--- src/rtl/fft_pkg.sv ---
// rtl/fft_pkg.sv - shared states, stage codes and in-place address helper for the 4-bank FFT memory
package fft_pkg;

    localparam int N_PTS      = 1024;
    localparam int BANK_DEPTH = 256;

    localparam logic [2:0] ST1 = 3'b100;
    localparam logic [2:0] ST2 = 3'b101;
    localparam logic [2:0] ST3 = 3'b110;
    localparam logic [2:0] ST4 = 3'b111;

    typedef enum logic [2:0] {
        IDLE,
        LOAD,
        STAGE,
        DRAIN,
        UNLOAD
    } state_t;

    function automatic logic [3:0] bank_onehot(input logic [1:0] bank);
        return 4'b0001 << bank;
    endfunction

    // The bank index is spliced into the 6-bit sequence index at the position
    // of the current stage's butterfly span; non-stage codes give linear order.
    function automatic logic [7:0] inplace_addr(input logic [2:0] stage,
                                                input logic [1:0] bank,
                                                input logic [5:0] idx);
        logic [7:0] a;
        case (stage)
            ST1:     a = {bank, idx};
            ST2:     a = {idx[5:4], bank, idx[3:0]};
            ST3:     a = {idx[5:2], bank, idx[1:0]};
            default: a = {idx, bank};
        endcase
        return a;
    endfunction

endpackage

--- src/rtl/fft_wb_delay.sv ---
// rtl/fft_wb_delay.sv - BF_LAT-deep valid+cnt delay line matching the butterfly latency (FFT_WB_ERR_CHK_EN adds pending)
module fft_wb_delay
    import fft_pkg::*;
#(
    parameter int BF_LAT = 6
) (
    input  logic        clk,
    input  logic        clr,
    input  logic        in_valid,
    input  logic [10:0] in_cnt,
    output logic        out_valid,
    output logic [10:0] out_cnt
`ifdef FFT_WB_ERR_CHK_EN
    ,
    output logic        pending
`endif
);

    logic        vld_q [BF_LAT];
    logic [10:0] cnt_q [BF_LAT];

    // Advance each read tag one slot per cycle; clear drops everything in flight.
    always_ff @(posedge clk) begin
        if (clr) begin
            for (int i = 0; i < BF_LAT; i++) begin
                vld_q[i] <= 1'b0;
                cnt_q[i] <= '0;
            end
        end else begin
            vld_q[0] <= in_valid;
            cnt_q[0] <= in_cnt;
            for (int i = 1; i < BF_LAT; i++) begin
                vld_q[i] <= vld_q[i-1];
                cnt_q[i] <= cnt_q[i-1];
            end
        end
    end

    assign out_valid = vld_q[BF_LAT-1];
    assign out_cnt   = cnt_q[BF_LAT-1];

`ifdef FFT_WB_ERR_CHK_EN
    // Entries that have not yet reached the write-out slot.
    always_comb begin
        pending = 1'b0;
        for (int i = 0; i < BF_LAT - 1; i++) begin
            pending = pending | vld_q[i];
        end
    end
`endif

endmodule

--- src/rtl/fft_wb_seq.sv ---
// rtl/fft_wb_seq.sv - FFT sequencer and write-back address generator (optional FFT_WB_ERR_CHK_EN error flag)
module fft_wb_seq
    import fft_pkg::*;
#(
    parameter int BF_LAT = 6
) (
    input  logic        clk,
    input  logic        rst,
    input  logic        start,
    input  logic        in_valid,
    output logic        busy,
    output logic        done,
    output logic [10:0] cnt,
    output logic [1:0]  mode,
    output logic        rd_en,
    output logic [3:0]  wr_en,
    output logic [7:0]  wr_addr
`ifdef FFT_WB_ERR_CHK_EN
    ,
    output logic        err
`endif
);

    localparam int            DW         = 6;
    localparam logic [DW-1:0] DRAIN_LAST = DW'(BF_LAT - 1);

    state_t        state, state_nxt;
    logic [10:0]   cnt_nxt;
    logic [1:0]    mode_nxt;
    logic          rd_en_nxt;
    logic          busy_nxt;
    logic          done_nxt;
    logic [DW-1:0] drain_cnt, drain_nxt;
    logic [3:0]    ld_wr_en, ld_wr_en_nxt;
    logic [7:0]    ld_wr_addr, ld_wr_addr_nxt;
    logic          drain_exit;
    logic          pipe_valid;
    logic [10:0]   pipe_cnt;
    logic [3:0]    pipe_wr_en;
    logic [7:0]    pipe_wr_addr;
`ifdef FFT_WB_ERR_CHK_EN
    logic          pending;
`endif

    assign drain_exit = (state == DRAIN) && (drain_cnt == DRAIN_LAST);

    // State and sequencing registers; reset aborts any transform in progress.
    always_ff @(posedge clk) begin
        if (rst) begin
            state      <= IDLE;
            cnt        <= '0;
            mode       <= 2'b00;
            rd_en      <= 1'b0;
            busy       <= 1'b0;
            done       <= 1'b0;
            drain_cnt  <= '0;
            ld_wr_en   <= 4'b0000;
            ld_wr_addr <= 8'h00;
        end else begin
            state      <= state_nxt;
            cnt        <= cnt_nxt;
            mode       <= mode_nxt;
            rd_en      <= rd_en_nxt;
            busy       <= busy_nxt;
            done       <= done_nxt;
            drain_cnt  <= drain_nxt;
            ld_wr_en   <= ld_wr_en_nxt;
            ld_wr_addr <= ld_wr_addr_nxt;
        end
    end

    // Next-state logic: LOAD -> 4 x (STAGE, DRAIN) -> UNLOAD, then back to IDLE.
    always_comb begin
        state_nxt      = state;
        cnt_nxt        = cnt;
        mode_nxt       = mode;
        rd_en_nxt      = 1'b0;
        busy_nxt       = busy;
        done_nxt       = 1'b0;
        drain_nxt      = drain_cnt;
        ld_wr_en_nxt   = 4'b0000;
        ld_wr_addr_nxt = ld_wr_addr;
        case (state)
            IDLE: begin
                if (start) begin
                    state_nxt = LOAD;
                    cnt_nxt   = '0;
                    mode_nxt  = 2'b11;
                    busy_nxt  = 1'b1;
                end
            end
            LOAD: begin
                if (in_valid) begin
                    ld_wr_en_nxt   = bank_onehot(cnt[1:0]);
                    ld_wr_addr_nxt = cnt[9:2];
                    if (cnt[9:0] == 10'(N_PTS - 1)) begin
                        state_nxt = STAGE;
                        cnt_nxt   = {ST1, 8'h00};
                        mode_nxt  = 2'b00;
                        rd_en_nxt = 1'b1;
                    end else begin
                        cnt_nxt = cnt + 11'd1;
                    end
                end
            end
            STAGE: begin
                if (cnt[7:0] == 8'(BANK_DEPTH - 1)) begin
                    state_nxt = DRAIN;
                    drain_nxt = '0;
                end else begin
                    cnt_nxt   = cnt + 11'd1;
                    rd_en_nxt = 1'b1;
                end
            end
            DRAIN: begin
                if (drain_exit) begin
                    rd_en_nxt = 1'b1;
                    if (cnt[10:8] != ST4) begin
                        state_nxt = STAGE;
                        cnt_nxt   = cnt + 11'd1;
                    end else begin
                        state_nxt = UNLOAD;
                        cnt_nxt   = '0;
                    end
                end else begin
                    drain_nxt = drain_cnt + 1'b1;
                end
            end
            UNLOAD: begin
                if (cnt[7:0] == 8'(BANK_DEPTH - 1)) begin
                    state_nxt = IDLE;
                    cnt_nxt   = '0;
                    busy_nxt  = 1'b0;
                    done_nxt  = 1'b1;
                end else begin
                    cnt_nxt   = cnt + 11'd1;
                    rd_en_nxt = 1'b1;
                end
            end
            default: state_nxt = IDLE;
        endcase
    end

    fft_wb_delay #(
        .BF_LAT (BF_LAT)
    ) u_delay (
        .clk       (clk),
        .clr       (rst),
        .in_valid  (rd_en && (state == STAGE)),
        .in_cnt    (cnt),
        .out_valid (pipe_valid),
        .out_cnt   (pipe_cnt)
`ifdef FFT_WB_ERR_CHK_EN
        ,
        .pending   (pending)
`endif
    );

    // The stage comes from the delayed count so a write lands with its own stage's mapping.
    assign pipe_wr_en   = pipe_valid ? bank_onehot(pipe_cnt[1:0]) : 4'b0000;
    assign pipe_wr_addr = inplace_addr(pipe_cnt[10:8], pipe_cnt[1:0], pipe_cnt[7:2]);

    // LOAD and stage writes are never live together, so OR-merge is safe.
    assign wr_en   = ld_wr_en | pipe_wr_en;
    assign wr_addr = pipe_valid ? pipe_wr_addr : ld_wr_addr;

`ifdef FFT_WB_ERR_CHK_EN
    // Sticky protocol fault flag, cleared only by reset.
    always_ff @(posedge clk) begin
        if (rst) begin
            err <= 1'b0;
        end else if ((start && busy) ||
                     ((wr_en & (wr_en - 4'd1)) != 4'b0000) ||
                     (drain_exit && pending)) begin
            err <= 1'b1;
        end
    end
`endif

endmodule
--- config.mk ---
export PLATFORM = sky130hd
export DESIGN_NAME = fft_wb_seq
export DESIGN_NICKNAME = d
export VERILOG_FILES = /design/src/rtl/fft_pkg.sv /design/src/rtl/fft_wb_delay.sv /design/src/rtl/fft_wb_seq.sv
export SDC_FILE = /design/constraint.sdc
export NUM_CORES = 1
export LEC_CHECK = 0
export BUFFER_PORTS_ARGS = -buffer_cell sky130_fd_sc_hd__buf_4
export CORE_UTILIZATION = 63
export DETAILED_ROUTE_END_ITERATION = 10
export PLACE_DENSITY = 0.83
export SYNTH_ARGS = -nofsm -noshare
export SYNTH_HDL_FRONTEND = slang
export SYNTH_SLANG_ARGS = --single-unit
--- constraint.sdc ---
create_clock -name clk -period 3.5 [get_ports clk]
set_clock_uncertainty 0.05 [all_clocks]
set_input_delay 0.175 -clock clk [delete_from_list [all_inputs] [get_ports clk]]
set_output_delay 0.175 -clock clk [all_outputs]
set_load 0.02 [all_outputs]
======== Word-level counts from Yosys, hierarchy flattened ========
Memories as Yosys holds them, arrays and structs flattened.
Index checks and enable logic that the tools add are counted.
storage, ports and cells
  flip-flop bits (word level) ............. 37
  bits in writable memories ............... 72
  input bits .............................. 4
  output and inout port bits .............. 28
  logic and storage cells ................. 116
  memories kept ........................... 2
cells by class
  add/subtract/negate cells ............... 2
  equality and inequality tests ........... 19
  shift-type cells ........................ 2
  mux-type cells .......................... 50
  bitwise operators ....................... 16
  reduce and logical (&&, ||, !) cells .... 16
memory list
  name           words  width  rd ports  clocked after memory_dff  write ports  RTL line            text
  u_delay.cnt_q  6      11     6         0                         6            fft_wb_delay.sv:20  logic [10:0] cnt_q [BF_LAT];
  u_delay.vld_q  6      1      6         0                         6            fft_wb_delay.sv:19  logic vld_q [BF_LAT];
operators with widths
  cell                                                  count
  two-way mux 11 bit                                    13
  case mux 11 bit (5 select lines)                      1
  case mux 8 bit (3 select lines)                       1
  two-way mux 3 bit                                     7
  two-way mux 1 bit                                     16
  != test 2 bit (second input constant)                 8
  case mux 3 bit (5 select lines)                       1
  equality test 3 bit (second input constant)           4
  two-way mux 6 bit                                     2
  bitwise OR 1 bit                                      12
  case mux 6 bit (2 select lines)                       1
  adder 11 x 1 -> 11 bit (second input constant)        1
  equality test 10 bit (second input constant)          1
  equality test 8 bit (second input constant)           1
  two-way mux 8 bit                                     1
  << shifter 1 x 2 -> 4 bit (first input constant)      2
  adder 6 x 1 -> 6 bit (second input constant)          1
  equality test 3 x 2 -> 1 bit (second input constant)  2
  equality test 6 x 3 -> 1 bit (second input constant)  1
  two-way mux 2 bit                                     3
  AND reduction 3 bit                                   2
  AND reduction 6 bit                                   1
  nonzero test 2 bit                                    3
  AND reduction 5 bit                                   1
  other kinds (15)                                      19

======== Logic depth before layout (Yosys ltp) ========
Gate-level depths: netlist (run 1).
  depth after elaboration ................. 4
  gate-level depth with buffers ........... 10
  gate-level depth less buffers ........... 9

======== By module ========
From an unflattened synthesis (run 1), not the netlist that was laid out.
unflattened totals
  cells, all modules ...................... 431
  area total of the unflattened synthesis .. 4177.8 µm²
modules (own cells, without submodules)
  module        times used  cells an instance  area each (µm²)  sequential area each (µm²)
  fft_wb_seq    1           268                2113.3           720.7
  fft_wb_delay  1           163                2064.5           1441.4

======== Worst setup path before layout (run 1) ========
Ideal clock, no wire load.
  kind .................................... flip-flop to flip-flop
  start point ............................. register cnt[0]
  end point ............................... register cnt[8]
  library setup time ...................... 0.101 ns
  arrival time ............................ 2.091 ns
  path slack .............................. 1.258 ns
  cell stages (with the launch flop) ...... 10
  cell sequence ........................... dfxtp_1 > ha_1 > and4_4 > and2_4 > buf_12 > inv_8 > ha_1 > o31ai_1 > a21oi_1 > o41ai_1
on the way
  word-level cells in the longest chain between the ends .. 4
  elaborated cells between the ends (all ways) .. 12
  classes of those cells .................. add/sub: 1; eq/ne: 3; mux: 7; reduce/logical: 1
ends and longest elaborated chain
  element                                                         RTL line                             text
  start: declaration                                              fft_wb_seq.sv:13                     output logic [10:0] cnt,
  start signal: assignment                                        fft_wb_seq.sv:61                     cnt <= cnt_nxt;
  adder 11 x 1 -> 11 bit or equality test 10 bit (tied branches)  --
  two-way mux 11 bit (on tied branches)                           fft_wb_seq.sv:118, fft_wb_seq.sv:96
  two-way mux 11 bit (on tied branches)                           fft_wb_seq.sv:116, fft_wb_seq.sv:93
  case mux 11 bit (5 select lines)                                fft_wb_seq.sv:83                     case (state)
Parallel ways exist; a longest one is shown, timed or not. The select of a mux whose other input is x is not followed.
A chain may end at the register's enable or synchronous reset.

======== Worst setup path after layout (run 1) ========
Same ends and word-level chain as after synthesis.

==> results of run 1 <==
[power groups by stage]
| stage | logic [mW] | registers, mW | clock network (mW) |
|---|---|---|---|
| global placement | 0.213 | 1.30 | 0 |
| floorplan | 0.183 | 1.29 | 0 |
| CTS | 0.215 | 1.28 | 0.843 |
| finish | 0.217 | 1.28 | 0.823 |
| global route | 0.237 | 1.28 | 0.894 |
| detailed placement | 0.214 | 1.30 | 0 |
[worst max path at each step]
stage / cells past startpoint / end / slack [ps] / from
2_1_floorplan: 9 / cnt[8] / 1260 / cnt[0]
3_3_place_gp: 8 / cnt[8] / 1340 / cnt[0]
3_5_place_dp: 8 / cnt[8] / 1160 / cnt[1]
4_1_cts: 8 / cnt[8] / 1130 / cnt[0]
5_1_grt: 8 / cnt[8] / 970 / cnt[0]
6_report: 8 / cnt[8] / 1100 / cnt[0]
[logic make-up (layout without fill, tap and decap cells)]
family | after synthesis | count (layout) | synth area share, %
multiplexers | 9 | 9 | 2.31
AND/OR/NAND/NOR | 191 | 191 | 26.4
XOR/XNOR | 6 | 6 | 1.28
flip-flops | 108 | 108 | 52.5
buffers and inverters | 30 | 54 | 3.83
AO/OA/AOI/OAI | 70 | 70 | 12.5
adder cells (fa/ha/maj) | 4 | 4 | 1.21
[final cells by class]
cell class	count	area share, %
well taps	77	2.12
repair buffers	31	5.11
clock inverters	7	2.28
clock buffers	9	2.72
multi-input cells	280	39.5
inverters	7	0.742
flip-flops and latches	108	47.5
[Yosys cell counts (4+ instances only)]
cell type  count
inv_1          6
o2bb2ai_1      5
nor2b_1       72
o21ai_0        6
a31o_2         4
or3_1          7
nor3_1         7
nor3b_1        5
clkbuf_1      14
nand3_1       12
dfxtp_1      108
a21oi_1       27
nand2b_1       5
mux2_2         4
mux2i_1        5
xnor2_1        5
ha_1           4
a21o_2         4
nor2_1        25
nand2_1       34
[state kept, by name, indices dropped and copies added, names as in the netlist]
name,cells
ld_wr_en,4
drain_cnt,6
state,3
ld_wr_addr,8
mode,1
busy,1
done,1
u_delay.vld_q,6
u_delay.cnt_q,66
rd_en,1
cnt,11
[stage by stage]
stage	std cells	power, mW	setup WS, ps	area [sq um]
CTS	519	2.33	1130	4550
global route	519	2.41	975	4550
floorplan	418	1.48	1260	4120
finish	519	2.32	1100	4550
detailed placement	503	1.52	1160	4330
global placement	503	1.51	1340	4330
[critical path, stage by stage, from the launching register on]
cell     delay, ps
dfxtp_1        550
ha_1           280
and4_4         270
and2_4         230
inv_8           60
ha_1           290
o31ai_1        260
a21oi_1         60
o41ai_1        250
[layer usage]
metal / share of wire (%) / GRT usage, %
met1: 46 / 32.2
met2: 46 / 36.1
met3: 6.1 / 7.46
met4: 1.9 / 6.43
met5: 0 / 0
==> out/results.ini, run 1 <==
[worst_hold_path]
holdPathStages=5
worst_hold_startpoint=start
hp-class=in2reg
hold_path_end=busy

[floorplanning]
start_util_pct=65.3
die_w_microns=82.9
fp.dieH_microns=82.9
coreArea_sq_mm=0.00631
rows=29
die_area_sq_mm=0.00687
io_pins=32

[route]
wl_per_cell_microns=14.9
postRouteAntennaNets=0
vias=2937
routed_wl_mm=7.75
viasPerCell=5.66
detail_route.iter0.violations=204
drc=0
drtPass1Iterations=5

[cts]
tritoncts=done
cts_setup_buffers=0
htreeDepth=3
hold_buffers=0
cts_resized=0
clkSinkCount=108
clk_latency_ps=360
cts_buffers=9
clkTransAtPathRegs_ps=100
cts_root_buf=clkbuf_8
cts_buffer_depth=2

[logic_synthesis]
syn_inst=418
synth_edf_count=0
synth_area_sq_mm=0.00412
seq_area_frac_synth_pct=52.5
synth.top_cell.area_share_pct=52.5
synth_area_per_cell_sq_um=9.86
yosysUniqueCellTypes=65
yosys_warnings=0
synth_async_sr_flop_share_pct=0
synthesis.nets=426
synth-main-ff-cell=dfxtp_1
yosysTopAreaCell=dfxtp_1
synthTopCellsByArea=dfxtp_1 (52%), nor2b_1 (11%), a21oi_1 (3.3%)
synth-seq-cells=108

[timing]
rsz0062_at_grt=false
fin_crit_sh_pct=68.7
clock.fmax_ghz=0.416
hold_viol_final=0
tightest_slew_ps=927
drv_slew=0
relSlewSlack_pct=38.2
setup_viol=0
period_needed_ps=2400
tns_ps=0
whs_ps=144

[grt]
grt_max_degree=103
grt_usage_pct=23.6
antenna_found_initial=0
grt_pass1_wl_mm=12.9
grt_pass1_vias=2629
grt.overflow.total=0

[cells_and_area]
seqCellArea_sq_mm=0.00216
fillers=493
utilization_pct=72.1
nets=445
final_cell_mix=dfxtp_1 (108), nor2b_1 (72), nand2_1 (34)
layout_commonest_cell=dfxtp_1
insertedDiodeCount=0
multi_input_comb_area_sq_mm=0.00180
syn_to_final_growth_pct=10.5
layout-drive-gt1-share_pct=18.3

[pwr]
p_sw_uw=577
pwr-share-comb_pct=9.4
power.density_mw_per_mm2=509
peakVddDrop_uv=404
seqPwrFrac_pct=55.1
power.leakage_nw=1.68
clock_power_share_pct=35.5
p_sw_share_pct=24.9
p_int_mw=1.74

[worst_setup_path]
cp_data_arrival_time_ps=2620
reg2reg_setup_slack_ps=1100
r2r_cells=8
critPathRequiredTime_ps=3710
r2r_end=cnt[8]
cp_max_fo=10
endpoint_kind=flip-flop
crit_type=reg2reg
cp-start-kind=flip-flop
r2r-start=cnt[0]

[flow_run]
maxCapViolCount=0

[status]
status=completed

[placement]
post-dp-hpwl_mm=5.14
io_buffer_count=31
place.gp.congestion=0.909

Note: power is estimated with default switching activity, not from simulation.
==> inputs of run 2 (changes only) <==
Settings changed: ABC_AREA set to 1, CORE_UTILIZATION 63 to 59, PLACE_DENSITY 0.83 to 0.78.
Clock period 3.5 ns to 2.5 ns, I/O delays scaled along.
==> run 2 against run 1 <==
Total power up 70%. Cell count up 34%. Worst hold slack worse by 120 ps. Largest power group unchanged. Non-clock buffer count up 2. Sequential power up 52%.
==> out/results.ini, run 2 <==
[cts]
hold_buffers=0  ; unchanged
cts_buffers=9  ; unchanged
cts_root_buf=clkbuf_8
clkTransAtPathRegs_ps=110  ; about the same
cts_resized=0  ; unchanged
clk_latency_ps=370  ; about the same
clkSinkCount=108  ; unchanged
htreeDepth=3  ; unchanged
tritoncts=done
cts_buffer_depth=2  ; unchanged
cts_setup_buffers=0  ; unchanged

[grt]
grt_usage_pct=24.0  ; +0.48 points
grt_pass1_wl_mm=14.0  ; +8.1%
antenna_found_initial=0  ; unchanged
grt_max_degree=50  ; -51%
grt.overflow.total=0  ; unchanged
grt_pass1_vias=3097  ; +18%

[placement]
place.gp.congestion=0.867  ; -4.6%
dpl.cell_count=679  ; +35%
post-dp-hpwl_mm=6.09  ; +19%
io_buffer_count=31  ; unchanged
place_ws_ps=649  ; -508 ps

[timing]
hold_viol_final=0  ; unchanged
tightest_slew_ps=577  ; -349 ps
relSlewSlack_pct=61.5  ; +23 points
tns_ps=0  ; unchanged
clock.fmax_ghz=0.526  ; +26%
finalWorstSetupSlack_ps=598  ; -497 ps
rsz0062_at_grt=false
setup_viol=0  ; unchanged
period_needed_ps=1900  ; -503 ps
drv_slew=0  ; unchanged
fin_crit_sh_pct=76.1  ; +7.4 points

[cells_and_area]
layout_commonest_cell=nor2_1
layout-drive-gt1-share_pct=14.5  ; -3.8 points
largest_reg_flops=66  ; unchanged
syn_to_final_growth_pct=11.0
nets=602  ; +35%
final_cells=695  ; +34%
regMostFlops=u_delay.cnt_q
reg.largest.list=u_delay.cnt_q (66), cnt (11), ld_wr_addr (8)
fillers=621  ; +26%
insertedDiodeCount=0  ; unchanged
final_cell_mix=nor2_1 (110), inv_1 (108), dfxtp_1 (108)

[logic_synthesis]
synth_area_sq_mm=0.00428  ; +3.9%
yosys_warnings=0  ; unchanged
synth-seq-cells=108  ; unchanged
synth.top_cell.area_share_pct=50.5  ; -2.0 points
synthTopCellsByArea=dfxtp_1 (50%), nor2_1 (9.6%), inv_1 (9.5%)
synth_async_sr_flop_share_pct=0  ; unchanged
synth_area_per_cell_sq_um=7.54  ; -24%
synth-main-ff-cell=dfxtp_1
yosysMostFrequentCell=nor2_1
yosysUniqueCellTypes=33  ; -49%
synthesis.nets=576  ; +35%
syn_inst=568  ; +36%
synth_edf_count=0  ; unchanged
yosysTopAreaCell=dfxtp_1
seq_area_frac_synth_pct=50.5  ; -2.0 points
synthTopCellsByCount=nor2_1 (110), dfxtp_1 (108), inv_1 (108)

[pwr]
power.density_mw_per_mm2=827  ; +63%
power.leakage_nw=2.07  ; +23%
peakVddDrop_uv=472  ; +17%
total_power_mw=3.93  ; +70%

[route]
drtPass1Iterations=5  ; unchanged
wl_per_cell_microns=12.2  ; -19%
detail_route.iter0.violations=174  ; -15%
routed_wl_mm=8.45  ; +9.0%
drc=0  ; unchanged
vias=3413  ; +16%
viasPerCell=4.91  ; -13%
postRouteAntennaNets=0  ; unchanged

[status]
status=completed

[floorplanning]
coreArea_sq_mm=0.00691  ; +9.4%
start_util_pct=62.0  ; -3.2 points
rows=30  ; +3.4%
die_w_microns=87.2  ; +5.2%
die_area_sq_mm=0.00760  ; +11%
fp.dieH_microns=87.2  ; +5.2%
io_pins=32  ; unchanged

[worst_setup_path]
cp_data_arrival_time_ps=2130  ; -490 ps
critPathRequiredTime_ps=2730  ; -980 ps
cp_max_fo=11  ; +1
crit_type=reg2reg
endpoint_kind=flip-flop
cp-start-kind=flip-flop

[flow_run]
maxCapViolCount=0  ; unchanged

[worst_hold_path]
hp-class=in2reg

-- run 2: cell types whose count changed after synthesis, moves of 9 or more --
cell,delta
nor2b_1,-72
nand2_1,+52
a21oi_1,-11
inv_1,+102
o21ai_0,+15
nor2_1,+85
inv_2,+9
nand3_1,+13
-- run 2: worst paths after layout --
check | slack [ps] | to | start | cells past startpoint
max | 600 | cnt[9] | cnt[0] | 11
min | 20 | mode[0] | start | 3
max reg2reg | 600 | cnt[9] | cnt[0] | 11
min reg2reg | 350 | u_delay.cnt_q[3][0] | u_delay.cnt_q[2][0] | 2
-- run 2: where the power goes --
part           internal (mW)  switching [mW]
registers               1.83           0.105
logic                  0.319           0.616
clock network          0.407           0.650
total                   2.56            1.37
-- run 2: layout make-up --
class | instances | area (sq um) | area share (%)
Sequential cell | 108 | 2160 | 45.5
Multi-Input combinational cell | 325 | 1580 | 33.1
Inverter | 117 | 439 | 9.24
Timing Repair Buffer | 33 | 248 | 5.21
Clock buffer | 9 | 124 | 2.61
Tap cell | 96 | 120 | 2.53
Clock inverter | 7 | 83.8 | 1.76
-- run 2: cells by family after synthesis --
logic type	share of synthesized area [%]
XOR/XNOR	0.614
flip-flops	50.5
AO/OA/AOI/OAI	7.48
AND/OR/NAND/NOR	27.5
adder cells (fa/ha/maj)	1.17
buffers and inverters	12.7
-- run 2: routing by layer --
| metal | vias to the layer above | track usage [%] | part of all wire [%] |
|---|---|---|---|
| li1 | 1751 | - | - |
| met1 | 1555 | 28.0 | 43 |
| met2 | 98 | 43.6 | 52 |
| met3 | 9 | 5.69 | 4.0 |
| met4 | 0 | 7.45 | 1.2 |
| met5 | - | 0 | 0 |
-- run 2: metrics by stage --
stage,area [sq um],hold slack [ps],util [%]
2_1_floorplan,4280,244,-
3_3_place_gp,4540,338,65.8
3_5_place_dp,4540,344,65.8
4_1_cts,4750,9.07,68.8
5_1_grt,4750,6.22,68.8
6_report,4750,21.5,68.8
-- run 2: critical path, stage by stage, from the launching register on --
cell	delay [ps]
dfxtp_1	390
ha_1	250
nand3_1	160
inv_2	80
nand2_4	130
nor2_4	50
nor2_4	250
nand2_4	110
inv_2	150
nand2_1	70
nand2_1	60
nor2_1	40
